$ cat src/rtl/voice_mixer_pkg.sv
// voice_mixer_pkg
// Shared definitions for the voice mixer:
//   - wave_type_e : waveform select encodings (SAW, SQUARE, TRI, NOISE)
//   - state_e     : mixer FSM states (IDLE, ACCUM, NORM)
//   - LFSR_SEED / LFSR_TAPS and lfsr_next() for the shared noise source
package voice_mixer_pkg;

  typedef enum logic [1:0] {
    WAVE_SAW    = 2'd0,
    WAVE_SQUARE = 2'd1,
    WAVE_TRI    = 2'd2,
    WAVE_NOISE  = 2'd3
  } wave_type_e;

  typedef enum logic [1:0] {
    ST_IDLE  = 2'd0,
    ST_ACCUM = 2'd1,
    ST_NORM  = 2'd2
  } state_e;

  localparam logic [15:0] LFSR_SEED = 16'hACE1;
  // Galois form of x^16 + x^14 + x^13 + x^11 + 1 (right-shifting)
  localparam logic [15:0] LFSR_TAPS = 16'hB400;

  function automatic logic [15:0] lfsr_next(input logic [15:0] s);
    return s[0] ? ((s >> 1) ^ LFSR_TAPS) : (s >> 1);
  endfunction

endpackage

$ cat src/rtl/voice_mixer_wave_shaper.sv
// wave_shaper
// Combinational raw-sample generator for one voice.
//   phase_top_i  : top WAVE_DEPTH bits of the voice phase accumulator
//   wave_type_i  : waveform select
//   noise_i      : low WAVE_DEPTH bits of the shared LFSR
//   wave_o       : raw unsigned sample W
module wave_shaper
  import voice_mixer_pkg::*;
#(
  parameter int WAVE_DEPTH = 8
) (
  input  logic [WAVE_DEPTH-1:0] phase_top_i,
  input  wave_type_e            wave_type_i,
  input  logic [WAVE_DEPTH-1:0] noise_i,
  output logic [WAVE_DEPTH-1:0] wave_o
);

  logic msb_w;
  assign msb_w = phase_top_i[WAVE_DEPTH-1];

  always_comb begin
    wave_o = '0;
    case (wave_type_i)
      WAVE_SAW:    wave_o = phase_top_i;
      WAVE_SQUARE: wave_o = {WAVE_DEPTH{msb_w}};
      // Rising ramp at double rate in the first half, mirrored in the second
      WAVE_TRI:    wave_o = {phase_top_i[WAVE_DEPTH-2:0], 1'b0} ^ {WAVE_DEPTH{msb_w}};
      WAVE_NOISE:  wave_o = noise_i;
      default:     wave_o = '0;
    endcase
  end

endmodule

$ cat src/rtl/voice_mixer.sv
// voice_mixer
// Time-multiplexed wavetable mixer: on each sample tick, walks all voices
// one per cycle, shapes each voice's waveform, scales it by its gain and
// sums into an accumulator, then rescales the sum onto the output.
// Ports:
//   clk_i, rst_ni        : clock, asynchronous active-low reset
//   sample_tick_i        : request for the next mixed sample
//   cfg_write_i          : write cfg_* fields into voice cfg_voice_i
//   cfg_voice_i          : target voice index
//   cfg_incr_i           : phase increment per sample
//   cfg_wave_type_i      : 0 saw, 1 square, 2 triangle, 3 noise
//   cfg_gain_i           : unsigned linear gain (255 ~ unity)
//   cfg_enable_i         : voice enable
//   waveform_o           : mixed, rescaled sample
//   sample_valid_o       : one-cycle strobe for a new waveform_o value
//   busy_o               : sample computation in progress
//   overrun_o            : sticky, tick arrived while busy
module voice_mixer
  import voice_mixer_pkg::*;
#(
  parameter int WAVE_DEPTH  = 8,
  parameter int NUM_VOICES  = 4,
  parameter int PHASE_WIDTH = 16
) (
  input  logic                          clk_i,
  input  logic                          rst_ni,
  input  logic                          sample_tick_i,
  input  logic                          cfg_write_i,
  input  logic [$clog2(NUM_VOICES)-1:0] cfg_voice_i,
  input  logic [PHASE_WIDTH-1:0]        cfg_incr_i,
  input  logic [1:0]                    cfg_wave_type_i,
  input  logic [7:0]                    cfg_gain_i,
  input  logic                          cfg_enable_i,
  output logic [WAVE_DEPTH-1:0]         waveform_o,
  output logic                          sample_valid_o,
  output logic                          busy_o,
  output logic                          overrun_o
);

  localparam int IDX_W  = $clog2(NUM_VOICES);
  localparam int SHIFT  = 8 + IDX_W;
  localparam int ACC_W  = WAVE_DEPTH + SHIFT;
  localparam int PROD_W = WAVE_DEPTH + 8;

  state_e                  state_q;
  logic [IDX_W-1:0]        idx_q;
  logic [ACC_W-1:0]        acc_q;
  logic [ACC_W-1:0]        acc_d;
  logic [15:0]             lfsr_q;
  logic [WAVE_DEPTH-1:0]   waveform_q;
  logic                    pend_q;
  logic                    valid_q;
  logic                    busy_q;
  logic                    overrun_q;

  // Per-voice state flattened into arrays for the voice-select mux
  logic [PHASE_WIDTH-1:0]  voice_phase [NUM_VOICES];
  logic [PHASE_WIDTH-1:0]  voice_incr  [NUM_VOICES];
  wave_type_e              voice_type  [NUM_VOICES];
  logic [7:0]              voice_gain  [NUM_VOICES];
  logic                    voice_en    [NUM_VOICES];

  for (genvar gi = 0; gi < NUM_VOICES; gi++) begin : g_voice
    logic [PHASE_WIDTH-1:0] incr_q;
    logic [PHASE_WIDTH-1:0] phase_q;
    wave_type_e             type_q;
    logic [7:0]             gain_q;
    logic                   en_q;
    logic                   sel_w;
    logic                   proc_w;

    assign sel_w  = cfg_write_i && (cfg_voice_i == IDX_W'(gi));
    assign proc_w = (state_q == ST_ACCUM) && (idx_q == IDX_W'(gi));

    // A write landing on the edge that consumes this voice still leaves the
    // current sample computed from the old register values.
    always_ff @(posedge clk_i or negedge rst_ni) begin
      if (!rst_ni) begin
        incr_q  <= '0;
        phase_q <= '0;
        type_q  <= WAVE_SAW;
        gain_q  <= '0;
        en_q    <= 1'b0;
      end else begin
        if (sel_w) begin
          incr_q <= cfg_incr_i;
          type_q <= wave_type_e'(cfg_wave_type_i);
          gain_q <= cfg_gain_i;
          en_q   <= cfg_enable_i;
        end
        if (!en_q) begin
          phase_q <= '0;
        end else if (proc_w) begin
          phase_q <= phase_q + incr_q;
        end
      end
    end

    assign voice_phase[gi] = phase_q;
    assign voice_incr[gi]  = incr_q;
    assign voice_type[gi]  = type_q;
    assign voice_gain[gi]  = gain_q;
    assign voice_en[gi]    = en_q;
  end

  logic [WAVE_DEPTH-1:0] wave_w;
  logic [PROD_W-1:0]     prod_w;

  wave_shaper #(
    .WAVE_DEPTH (WAVE_DEPTH)
  ) u_wave_shaper (
    .phase_top_i (voice_phase[idx_q][PHASE_WIDTH-1 -: WAVE_DEPTH]),
    .wave_type_i (voice_type[idx_q]),
    .noise_i     (lfsr_q[WAVE_DEPTH-1:0]),
    .wave_o      (wave_w)
  );

  assign prod_w = voice_en[idx_q] ? (PROD_W'(wave_w) * PROD_W'(voice_gain[idx_q])) : '0;
  assign acc_d  = acc_q + ACC_W'(prod_w);

  // pend_q marks the NORM update; the strobe follows one edge later while
  // waveform_q is already holding the new value.
  always_ff @(posedge clk_i or negedge rst_ni) begin
    if (!rst_ni) begin
      state_q    <= ST_IDLE;
      idx_q      <= '0;
      acc_q      <= '0;
      lfsr_q     <= LFSR_SEED;
      waveform_q <= '0;
      pend_q     <= 1'b0;
      valid_q    <= 1'b0;
      busy_q     <= 1'b0;
      overrun_q  <= 1'b0;
    end else begin
      valid_q <= pend_q;
      pend_q  <= 1'b0;
      if (sample_tick_i && (state_q != ST_IDLE)) begin
        overrun_q <= 1'b1;
      end
      case (state_q)
        ST_IDLE: begin
          if (sample_tick_i) begin
            state_q <= ST_ACCUM;
            idx_q   <= '0;
            acc_q   <= '0;
            busy_q  <= 1'b1;
          end
        end
        ST_ACCUM: begin
          acc_q  <= acc_d;
          lfsr_q <= lfsr_next(lfsr_q);
          if (idx_q == IDX_W'(NUM_VOICES - 1)) begin
            state_q <= ST_NORM;
          end else begin
            idx_q <= idx_q + 1'b1;
          end
        end
        ST_NORM: begin
          // Sum of NUM_VOICES products of 8-bit gain cannot exceed ACC_W bits
          waveform_q <= WAVE_DEPTH'(acc_q >> SHIFT);
          pend_q     <= 1'b1;
          busy_q     <= 1'b0;
          state_q    <= ST_IDLE;
        end
        default: begin
          state_q <= ST_IDLE;
          busy_q  <= 1'b0;
        end
      endcase
    end
  end

  assign waveform_o     = waveform_q;
  assign sample_valid_o = valid_q;
  assign busy_o         = busy_q;
  assign overrun_o      = overrun_q;

endmodule
$ cat config.mk
export PLATFORM = sky130hd
export DESIGN_NAME = voice_mixer
export DESIGN_NICKNAME = d
export VERILOG_FILES = /design/src/rtl/voice_mixer_pkg.sv /design/src/rtl/voice_mixer_wave_shaper.sv /design/src/rtl/voice_mixer.sv
export SDC_FILE = /design/constraint.sdc
export NUM_CORES = 1
export LEC_CHECK = 0
export CAP_MARGIN = 0
export CORE_MARGIN = 4
export CORE_UTILIZATION = 40
export DETAILED_ROUTE_END_ITERATION = 10
export PLACE_DENSITY = 0.52
export SYNTH_ARGS = -nofsm -noshare
export SYNTH_HDL_FRONTEND = slang
export SYNTH_SLANG_ARGS = --single-unit
$ cat constraint.sdc
create_clock -name clk_i -period 9.35 [get_ports clk_i]
set_clock_uncertainty 0.15 [all_clocks]
set_input_delay 0.935 -clock clk_i [delete_from_list [all_inputs] [get_ports clk_i]]
set_output_delay 0.935 -clock clk_i [all_outputs]
set_load 0.1 [all_outputs]
* Word-level counts from Yosys, hierarchy flattened
Index checks and enable logic that the tools add are counted. W data, S select, Z words.
Storage, ports and cells: memory bits (read-only) 0, flip-flop bits (word level) 222, bits of input ports 33, memory bits (writable) 0, memories 0, latch bits 0, logic and storage cells 112, output and inout port bits 11
Operators by class: $add $sub $neg 6, $lt $le $gt $ge 1, equality and inequality tests 18, reductions and logical operators 19, shift-type cells 0, $mul 1, bitwise logic cells 4, divide/modulo/power cells 0, multiplexer cells 34
Operator list (count):
- $mux W16 | 12
- $add A16 B16 Y16 | 4
- $pmux W18 S2 | 1
- $bmux W16 S2 | 1
- $pmux W8 S4 | 1
- $add A18 B16 Y18 | 1
- $mux W18 | 1
- $bmux W8 S2 | 1
- $mul A8 B8 Y16 | 1
- $mux W8 | 2
- $eq A2 B2 Y1 const B | 7
- $mux W2 | 6
- $ne A2 B1 Y1 const B | 5
- $logic_and A1 B1 Y1 | 9
- $eq A2 B1 Y1 const B | 4
- $logic_not A2 Y1 | 4
- $pmux W2 S2 | 2
- $xor A8 B8 Y8 | 1
- $reduce_and A2 Y1 | 3
- $bmux W2 S2 | 1
- $mux W1 | 4
- $ne A2 B2 Y1 const B | 2
- $not A3 Y4 | 1
- $reduce_bool A2 Y1 | 2
- 7 further kinds | 7

* Depth between registers and ports, before layout
Gate-level depths: netlist of the first run.
depth after elaboration 10, depth in mapped cells 29

* By module
From an unflattened synthesis of the first run, not the netlist that was laid out.
Second synthesis, totals: cell total of the unflattened synthesis 1395, area total of the unflattened synthesis 14590.2 um^2
Modules (own cells, without submodules):
- voice_mixer | cells each 1370, sequential area each 5565.3 um^2, times used 1, area an instance 14323.7 um^2
- wave_shaper | cells each 25, sequential area each 0.0 um^2, times used 1, area an instance 266.5 um^2

* Worst setup path before layout of the first run
No wires, ideal clock.
path type reg-to-reg, start reg idx_q[0], end reg acc_q[14], setup slack 2.539 ns, data required time 9.064 ns, stages on the path, launching flop included 28, data arrival time 6.525 ns, cell sequence dfrtp_1 -> buf_6 -> mux4_2 -> xor2_1 -> mux4_2 -> and2_1 -> fa_1 -> inv_1 -> fa_1 -> inv_1 -> fa_1 -> inv_1 -> fa_1 -> inv_1 -> ha_1 -> o21ai_0 -> nor2b_1 -> xor2_1 -> nor2_1 -> ha_1 -> a21o_1 -> a21o_1 -> a21oi_1 -> o21ai_0 -> a211o_1 -> a21oi_1 -> xor2_1 -> o21ai_0
On the way: longest elaborated chain between the ends 10, elaborated cells between the ends (all ways) 23
Ends and longest elaborated chain:
- from (decl) | line voice_mixer.sv:46 | logic [IDX_W-1:0] idx_q;
- from (signal assigned) | line voice_mixer.sv:155 | idx_q <= idx_q + 1'b1;
- $not A2 Y3 (not written as such) (*) | line voice_mixer.sv:112, voice_mixer.sv:113, voice_mixer.sv:118
- $bmux W2 S2 or $bmux W16 S2 (tied branches) | line voice_mixer.sv:113, voice_mixer.sv:112
- $mux W2 (not written as such) or $mux W16 (tied branches) (2 in series) | line voice_mixer.sv:113, voice_mixer.sv:112
- $eq A2 B2 Y1 (tied with other cells) | line voice_mixer_wave_shaper.sv:23 | case (wave_type_i)
- $pmux W8 S4 | line voice_mixer_wave_shaper.sv:23
- $mul A8 B8 Y16 | line voice_mixer.sv:118 | assign prod_w = voice_en[idx_q] ? (PROD_W'(wave_w) * PROD_W'(voice_gain[idx_q])) : '0;
- $mux W16 (*) | line voice_mixer.sv:118
- $add A18 B16 Y18 (*) | line voice_mixer.sv:119 | assign acc_d = acc_q + ACC_W'(prod_w);
- $pmux W18 S2 (*) | line voice_mixer.sv:140 | case (state_q)
- to (signal assigned) | line voice_mixer.sv:127 | acc_q <= '0;
- to (signal assigned) | line voice_mixer.sv:145 | acc_q <= '0;
- to (signal assigned) | line voice_mixer.sv:150 | acc_q <= acc_d;
- to (decl) | line voice_mixer.sv:47 | logic [ACC_W-1:0] acc_q;
Mark *: on every way between the ends. The rest lies on a longest branch, timed or not. The select of a mux whose other input is x is not followed. A chain may end at the register's enable or synchronous reset.

* Worst setup path in the final report of the first run
Same ends and word-level chain as after synthesis.

==> results of run 1 <==
area by class of cell:
type,instances,area share
inverters,75,0.01719
repair buffers,54,0.03163
clock buffers,39,0.04706
multi-input cells,1041,0.5234
clock inverters,7,0.005654
flip-flops and latches,222,0.3398
well taps,461,0.03522
critical path, stage by stage (launching register included):
cell and delay, ns:
dfrtp_1 0.81, buf_4 0.35, mux4_1 0.82, mux4_2 0.45, and2_1 0.19, fa_1 0.55
inv_1 0.06, fa_1 0.53, inv_1 0.05, fa_1 0.47, inv_1 0.05, fa_1 0.47
inv_1 0.04, ha_1 0.27, o21ai_0 0.10, nor2b_1 0.18, xor2_1 0.15, nor2_1 0.06
ha_1 0.37, a21o_1 0.17, a21o_1 0.18, a21oi_1 0.28, o21ai_0 0.18, a211o_1 0.29
a21oi_1 0.17, xor2_1 0.14, o21ai_0 0.08
Yosys cell counts, types with 11 or more instances:
cell type,n,area share
a211oi_1,11,0.0057
a21boi_0,11,0.0057
a21o_1,29,0.015
a21oi_1,50,0.017
and2_1,87,0.037
clkbuf_1,38,0.0098
dfrtp_1,214,0.37
fa_1,41,0.056
ha_1,116,0.099
inv_1,74,0.019
mux2_2,117,0.090
mux4_2,19,0.029
nand2_1,156,0.040
nand2b_1,17,0.0073
nand3_1,31,0.011
nor2_1,41,0.011
nor2b_1,13,0.0056
nor3_1,17,0.0058
o21ai_0,85,0.029
o21bai_1,14,0.0072
xnor2_1,38,0.023
xor2_1,38,0.023
registers in the layout, summed over array words and instances, names as in the netlist, 4 cells and up:
register / count
g_voice.gain_q: 32
g_voice.en_q: 4
g_voice.type_q: 8
g_voice.phase_q: 64
lfsr_q: 16
acc_q: 18
waveform_o: 8
g_voice.incr_q: 64
layer usage:
metal / part of all wire / vias up
li1: - / 4939
met1: 0.45 / 4902
met2: 0.51 / 95
met3: 0.023 / 45
met4: 0.023 / 0
met5: 0 / -
metrics by stage:
| stage | cell area, µm² | total power [mW] | worst slack [ns] | util |
|---|---|---|---|---|
| global placement | 15510 | 3.884 | 1.639 | 0.4330 |
| CTS | 16380 | 4.989 | 1.527 | 0.4571 |
| finish | 16380 | 4.900 | 1.616 | 0.4571 |
| floorplan | 14620 | 3.331 | 2.539 | - |
| global route | 16380 | 5.358 | 0.8067 | 0.4571 |
| detailed placement | 15510 | 3.921 | 1.542 | 0.4330 |
power by group through the flow:
stage / registers (mW) / logic [mW] / clock network (mW)
after floorplan: 1.41 / 1.92 / 0
after global placement: 1.38 / 2.50 / 0
after detailed placement: 1.39 / 2.54 / 0
after CTS: 1.37 / 2.55 / 1.07
after global routing: 1.40 / 2.85 / 1.11
final: 1.36 / 2.51 / 1.03
how the worst max path moves through the flow:
stage          startpoint   endpoint  slack (ns)  depth (start not counted)
2_1_floorplan    idx_q[0]  acc_q[14]        2.54                         27
4_1_cts          idx_q[0]  acc_q[14]        1.53                         25
3_5_place_dp     idx_q[0]  acc_q[14]        1.54                         25
6_report         idx_q[0]  acc_q[14]        1.62                         26
5_1_grt          idx_q[0]  acc_q[14]        0.81                         29
3_3_place_gp     idx_q[0]  acc_q[14]        1.64                         25
cell usage in the layout, fill, tap and decap left out, types with 6 or more instances in the layout:
master,n
a211oi_1,11
a21boi_0,11
a21o_1,29
a21oi_1,50
a31oi_1,6
and2_1,87
buf_4,11
clkbuf_1,7
clkbuf_16,27
clkdlybuf4s50_1,42
dfrtp_1,214
dfstp_2,8
fa_1,41
ha_1,116
inv_1,74
mux2_2,117
mux2i_1,8
mux4_2,19
nand2_1,156
nand2b_1,17
nand3_1,31
nor2_1,41
nor2b_1,12
nor3_1,17
o211ai_1,9
o21a_1,10
o21ai_0,85
o21ai_1,7
o21bai_1,14
or3_1,6
xnor2_1,38
xor2_1,38
cell families (layout without fill, tap and decap cells):
logic type,Yosys count,count (layout)
compound gates,272,272
buf+inv,123,175
xor+xnor,76,76
mux,149,149
flops,222,222
fa+ha+maj,157,157
simple gates,387,387
==> flow_metrics.tcl, run 1 <==
set metrics [dict create \
    outcome "completed" \
    syn_inst 1386 \
    min_period_over_period 0.8271 \
    clk_latency_ns 0.55 \
    drc 0 \
    max_slew_margin 0.3046 \
    dieArea_um2 39660 \
    cts_buffer_depth 3 \
    synth_top_family_by_area "adder cells" \
    p_clk_frac 0.210 \
    critical_path_class "reg2reg" \
    synthSimpleGateAreaFrac 0.1294 \
    regArea_um2 5565 \
    drv_cap 0 \
    hold_path_class "reg2reg" \
    drtAntennaViolNets 0 \
    hold-path-cell-count 0 \
    layoutNonFillerInstCount 1899 \
    busiest_layer "met2" \
    critical_path_arrival_ns 7.98 \
    cts-resized-gates 0 \
    rsz0062_at_grt "no" \
    synthXorXnorAreaFrac 0.04554 \
    cp-end-kind "flip-flop" \
    ctsHoldBuffers 0 \
    cts_tree "yes" \
    clk_transition_reported_paths_ns 0.06 \
    p_sw_mw 2.047 \
    max-vdd-ir-drop_mv 0.1501 \
    syn_area_um2 14620 \
    setup-tns-final_ns 0 \
    hold_slack_ns 0.2052 \
    cp-start-kind "flip-flop" \
    area_delta_synth_final_pct 12.05 \
    final_max_slew_viol_count 0 \
    cts_buffers 27 \
    synth_seq_cells 222 \
    rows 69 \
    hold_path_end "sample_valid_o" \
    timing.rr.start "idx_q[0]" \
    synth_mux_area_frac 0.1339 \
    swShare 0.4178 \
    routed_wl_um 33210 \
    synth_edf_count 0 \
    grt_use_met3 0.02394 \
    powerDensity_nw_per_um2 299.2 \
    coreArea_um2 35830 \
    drive_gt1_frac 0.1433 \
    grt_max_degree 92 \
    insertedDiodeCount 0 \
    track_usage 0.1718 \
    p_int_mw 2.853 \
    ios 44 \
    synth_compound_area_frac 0.1217 \
    grt_use_met2 0.3076 \
    synth_adder_area_share 0.1555 \
    reg2reg_depth 26 \
    ys.flop_type "dfrtp_1" \
    syn_area_per_cell_um2 10.54 \
    globalRouteOverflowTotal 0 \
    fillers 3393 \
    pwr-share-seq 0.278 \
    multi_input_area_um2 8572 \
    io_buffers 43 \
    hold_viol 0 \
    final_nets 1611 \
    tightest_slew_ns 1.036 \
    synth.distinct_cells 67 \
    p_comb_frac 0.512 \
    chipHeight_um 199.2 \
    post-dp-hpwl_um 24540 \
    vias_per_cell 5.256 \
    cts.sinks 222 \
    layout_min_cycle_time_ns 7.734 \
    syn_nets 1576 \
    die_x_um 199.2 \
    rrSetupSlack_ns 1.62 \
    wl_per_cell_um 17.49 \
    grtUsageMet1 0.2227 \
    vias 9981 \
    min_from "pend_q" \
    p_leak_nw 7.674 \
    synthArstFlopShare 1.000 \
    initial_core_util 0.4079 \
    ys_seq_area_frac 0.3808 \
    post-cts-setup-buffers 0 \
    firstDrtPassIters 4 \
    reg2reg_to "acc_q[14]" \
    setup_viol 0 \
    drt_iter0_drc 399 \
    dp.cells 1853 \
    clockRootBuffer "clkbuf_16" \
    htree_levels 1 \
    grt_pass1_wl_um 54860 \
    max_freq_mhz 129.3 \
    antenna_found_initial 0 \
    yosysWarningCount 0 \
    required_ns 9.60 \
    cp_max_fo 16 \
    gp_congestion 0.8251 \
    grt_pass1_vias 10230 \
]
Power figures use the tool's default switching activity.
==> inputs of run 2 (changes only) <==
--- a/config.mk
+++ b/config.mk
@@ -9,7 +9,7 @@
 export CORE_MARGIN = 4
 export CORE_UTILIZATION = 40
 export DETAILED_ROUTE_END_ITERATION = 10
-export PLACE_DENSITY = 0.52
+export PLACE_DENSITY = 0.54
 export SYNTH_ARGS = -nofsm -noshare
 export SYNTH_HDL_FRONTEND = slang
 export SYNTH_SLANG_ARGS = --single-unit
==> constraint.sdc (replaced) <==
create_clock -name clk_i -period 6.83 [get_ports clk_i]
set_clock_uncertainty 0.15 [all_clocks]
set_input_delay 0.683 -clock clk_i [delete_from_list [all_inputs] [get_ports clk_i]]
set_output_delay 0.683 -clock clk_i [all_outputs]
set_load 0.1 [all_outputs]
==> flow_metrics.tcl, run 2 (synthesis gave the netlist of run 1 again) <==
set metrics [dict create \
    outcome "completed" \
    drive_gt1_frac 0.2005 \
    crit_family "adder cells" \
    dp.cells 1904 \
    hold_viol 0 \
    cts_buffer_depth 3 \
    max_slew_margin 0.2141 \
    track_usage 0.1712 \
    mostFrequentLayoutCells "213 x dfrtp_1, 155 x nand2_1, 117 x mux2_2" \
    cts.sinks 222 \
    layoutNonFillerInstCount 1967 \
    critical_path_arrival_ns 7.05 \
    chipHeight_um 199.2 \
    globalRouteOverflowTotal 0 \
    clockRootBuffer "clkbuf_16" \
    slowest_delay_ns 0.55 \
    cp_slowest_cell "mux4_2" \
    final_nets 1675 \
    insertedDiodeCount 0 \
    max_freq_mhz 147.8 \
    drt_iter0_drc 378 \
    max-vdd-ir-drop_mv 0.2252 \
    firstDrtPassIters 4 \
    final_max_slew_viol_count 0 \
    post-dp-hpwl_um 24190 \
    crit_buf_inv 7 \
    cp-start-kind "flip-flop" \
    vias_per_cell 5.208 \
    final_common_cell "dfrtp_1" \
    drc 0 \
    ios 44 \
    grt_max_degree 174 \
    wl_per_cell_um 16.95 \
    setup_viol 0 \
    cts_buffers 27 \
    tightest_slew_ns 1.179 \
    initial_core_util 0.4079 \
    rsz0062_at_grt "yes" \
    area_delta_synth_final_pct 17.06 \
    clk_transition_reported_paths_ns 0.06 \
    critical_path_class "reg2reg" \
    regArea_um2 5567 \
    gp_congestion 0.8469 \
    clk_latency_ns 0.55 \
    grt_pass1_vias 10390 \
    htree_levels 1 \
    drtAntennaViolNets 0 \
    antenna_found_initial 0 \
    coreArea_um2 35830 \
    die_x_um 199.2 \
    dpl_cell_area_um2 15910 \
    routed_wl_um 33350 \
    rows 69 \
    min_period_over_period 0.9906 \
    fillers 3365 \
    powerDensity_nw_per_um2 427.8 \
    drv_cap 0 \
    multi_input_area_um2 8760 \
    reg_top3 "g_voice.incr_q x64, g_voice.phase_q x64, g_voice.gain_q x32" \
    cts_tree "yes" \
    cp_max_fo 8 \
    layout_min_cycle_time_ns 6.766 \
    hold_path_class "reg2reg" \
    io_buffers 43 \
    p_leak_nw 8.042 \
    final_area_um2 17110 \
    cp-end-kind "flip-flop" \
    dieArea_um2 39660 \
    required_ns 7.11 \
    grt_pass1_wl_um 55070 \
    vias 10240 \
]
==> run 2: changes by cell type in the layout (fill, tap and decap cells not counted), sizes merged <==
cell,previous run,this run
dlygate4sd3,0,1
clkbuf,39,41
clkinv,5,4
mux4,24,25
buf,12,74
inv,75,76
clkinvlp,0,2
==> run 2: final timing paths <==
| path | from | end | slack [ns] | cells past startpoint |
|---|---|---|---|---|
| min in group asynchronous | rst_ni | waveform_o[2] | 0.48 | 2 |
| max | idx_q[0] | acc_q[15] | 0.06 | 27 |
| min reg2reg | pend_q | sample_valid_o | 0.20 | 0 |
| min | pend_q | sample_valid_o | 0.20 | 0 |
| max in group asynchronous | rst_ni | g_voice[0].gain_q[6] | 4.63 | 3 |
| max reg2reg | idx_q[0] | acc_q[15] | 0.06 | 27 |
==> run 2: power breakdown <==
group | leakage, nW | internal, mW | switching (mW)
clock | 0.435 | 0.870 | 0.581
combinational | 4.82 | 1.83 | 2.18
sequential | 2.79 | 1.61 | 0.242
==> run 2: layout make-up <==
type,count,share of cell area
clock buffers,41,0.04607
inverters,75,0.01645
flip-flops and latches,222,0.3254
multi-input cells,1042,0.5120
well taps,461,0.03371
repair buffers,117,0.06011
clock inverters,9,0.006289
==> run 2: per-stage QoR <==
step,setup slack [ns],util,power [mW],hold slack [ns],TNS [ns]
finish,0.06443,0.4775,7.319,0.1993,0
global route,-0.2124,0.4775,7.974,0.2176,-1.041
CTS,-0.04539,0.4710,7.227,0.2051,-0.08917
detailed placement,-0.1570,0.4440,5.693,0.1918,-0.5322
global placement,-0.06736,0.4440,5.636,0.1864,-0.1485
floorplan,0.01852,-,4.560,0.1812,0
==> run 2: repair_timing <==
item                                    4_1_cts  5_1_grt
endpoints found under the setup margin        5        8
hold buffers                                  1        0
gates resized for setup                      11       38
pin swaps                                     2       17
endpoints found under the hold margin        46        0
setup buffers                                 3        8
cloned                                        0        1
==> run 2: layer usage <==
metal / share of wire / up-vias / track usage
li1: - / 5083 / -
met1: 0.46 / 5028 / 0.2250
met2: 0.49 / 90 / 0.2994
met3: 0.023 / 43 / 0.02327
met4: 0.028 / 0 / 0.04433
met5: 0 / - / 0
==> run 2: worst reg2reg max path: cells and delay by family, from the launching register on <==
family / cells / cell delay [ns]
multiplexers: 2 / 1.05
AND/OR/NAND/NOR: 2 / 0.26
AO/OA/AOI/OAI: 7 / 1.12
adder cells (fa/ha/maj): 6 / 2.64
buffers and inverters: 7 / 0.52
flip-flops: 1 / 0.44
XOR/XNOR: 3 / 0.47
==> inputs of run 3 (changes only) <==
--- a/config.mk
+++ b/config.mk
@@ -5,7 +5,7 @@
 export SDC_FILE = /design/constraint.sdc
 export NUM_CORES = 1
 export LEC_CHECK = 0
-export CAP_MARGIN = 0
+export CAP_MARGIN = 20
 export CORE_MARGIN = 4
 export CORE_UTILIZATION = 40
 export DETAILED_ROUTE_END_ITERATION = 10
==> flow_metrics.tcl, run 3 (synthesis gave the netlist of run 1 again) <==
set metrics [dict create \
    drv_cap 0 \
    outcome "completed" \
    critical_path_class "reg2reg" \
    clockRootBuffer "clkbuf_16" \
    insertedDiodeCount 0 \
    area_delta_synth_final_pct 17.20 \
    setup-tns-final_ns 0 \
    grt_max_degree 174 \
    gp_congestion 0.8469 \
    final_max_slew_viol_count 0 \
    dieArea_um2 39660 \
    rsz0062_at_grt "yes" \
    layoutNonFillerInstCount 1968 \
    dp.cells 1904 \
    worst_slack_ns 0.08659 \
    cts_buffer_depth 3 \
    reg_top3 "g_voice.incr_q x64, g_voice.phase_q x64, g_voice.gain_q x32" \
    chipHeight_um 199.2 \
    grt_pass1_wl_um 55070 \
    globalRouteOverflowTotal 0 \
    tightest_slew_ns 0.9834 \
    antenna_found_initial 0 \
    vias_per_cell 5.218 \
    drtAntennaViolNets 0 \
    clk_latency_ns 0.55 \
    final_common_cell "dfrtp_1" \
    htree_levels 1 \
    hold_path_class "reg2reg" \
    drt_iter0_drc 359 \
    routed_wl_um 33350 \
    fillers 3359 \
    pre_cts_slack_ns -0.1570 \
    io_buffers 43 \
    cts_tree "yes" \
    die_x_um 199.2 \
    rows 69 \
    required_ns 7.12 \
    wl_per_cell_um 16.95 \
    firstDrtPassIters 4 \
    cts.sinks 222 \
    final_area_um2 17130 \
    initial_core_util 0.4079 \
    dpl_cell_area_um2 15910 \
    drive_gt1_frac 0.2037 \
    post-dp-hpwl_um 24190 \
    grt_pass1_vias 10390 \
    cp-end-kind "flip-flop" \
    min_period_over_period 0.9873 \
    mostFrequentLayoutCells "213 x dfrtp_1, 155 x nand2_1, 117 x mux2_2" \
    setup_viol 0 \
    final_nets 1676 \
    hold_viol 0 \
    track_usage 0.1712 \
    vias 10270 \
    critical_path_arrival_ns 7.03 \
    coreArea_um2 35830 \
    max_slew_margin 0.3423 \
    drc 0 \
    max_freq_mhz 148.3 \
    cts_buffers 27 \
    cp_max_fo 8 \
    max-vdd-ir-drop_mv 0.2294 \
    clk_transition_reported_paths_ns 0.06 \
    cp-start-kind "flip-flop" \
    layout_min_cycle_time_ns 6.743 \
    hold_slack_ns 0.1994 \
    p_leak_nw 8.041 \
    ios 44 \
    powerDensity_nw_per_um2 430.9 \
]
-- run 3: worst paths after layout --
check,from,end,slack (ns),cells past startpoint
min reg2reg,pend_q,sample_valid_o,0.20,0
min,pend_q,sample_valid_o,0.20,0
max,idx_q[0],acc_q[15],0.09,27
max in group asynchronous,rst_ni,g_voice[0].gain_q[6],4.75,3
min in group asynchronous,rst_ni,waveform_o[2],0.48,2
max reg2reg,idx_q[0],acc_q[15],0.09,27
-- run 3: per-layer routing --
| layer | vias up | part of all wire | track usage |
|---|---|---|---|
| li1 | 5083 | - | - |
| met1 | 5040 | 0.45 | 0.2250 |
| met2 | 100 | 0.49 | 0.2994 |
| met3 | 46 | 0.023 | 0.02327 |
| met4 | 0 | 0.029 | 0.04433 |
| met5 | - | 0 | 0 |
-- run 3: cell type report --
| type | count | area, µm² | share of cell area |
|---|---|---|---|
| timing repair buffer | 118 | 1044 | 0.06092 |
| multi-input combinational | 1042 | 8765 | 0.5117 |
| inverter | 75 | 281.5 | 0.01644 |
| tap | 461 | 576.8 | 0.03367 |
| clock buffer | 41 | 788.3 | 0.04602 |
| sequential | 222 | 5567 | 0.3250 |
| clock inverter | 9 | 107.6 | 0.006282 |
-- run 3: report_power, final --
group	switching [mW]	internal [mW]
clock network	0.582	0.870
logic	2.20	1.88
registers	0.243	1.61
total	3.03	4.36
-- run 3: worst max-delay path, cell delays in order (launching register included) --
cell	delay, ns
dfrtp_2	0.44
buf_8	0.16
mux4_2	0.55
xor2_1	0.16
mux4_2	0.50
and2_1	0.19
fa_1	0.49
inv_2	0.04
fa_1	0.51
inv_1	0.06
fa_1	0.49
inv_2	0.04
fa_1	0.49
inv_2	0.05
ha_4	0.26
inv_1	0.04
o21bai_1	0.12
a21o_1	0.18
xnor2_1	0.14
nor2_1	0.08
ha_1	0.31
a21o_1	0.20
a21oi_2	0.14
buf_4	0.14
a31oi_4	0.09
o41ai_2	0.35
xor2_1	0.17
o21ai_1	0.08
-- run 3: repair_timing --
item                       in CTS  in global routing
pin swaps                       2                 33
setup buffers                   3                  8
hold endpoints to repair       46                  0
gates resized for setup        11                 41
setup endpoints to repair       5                  7
hold buffers                    1                  0
cloned                          0                  1
-- run 3: stage by stage --
step / power, mW / utilization
2_1_floorplan: 4.560 / -
4_1_cts: 7.227 / 0.4710
3_3_place_gp: 5.636 / 0.4440
6_report: 7.382 / 0.4781
5_1_grt: 8.038 / 0.4781
3_5_place_dp: 5.693 / 0.4440
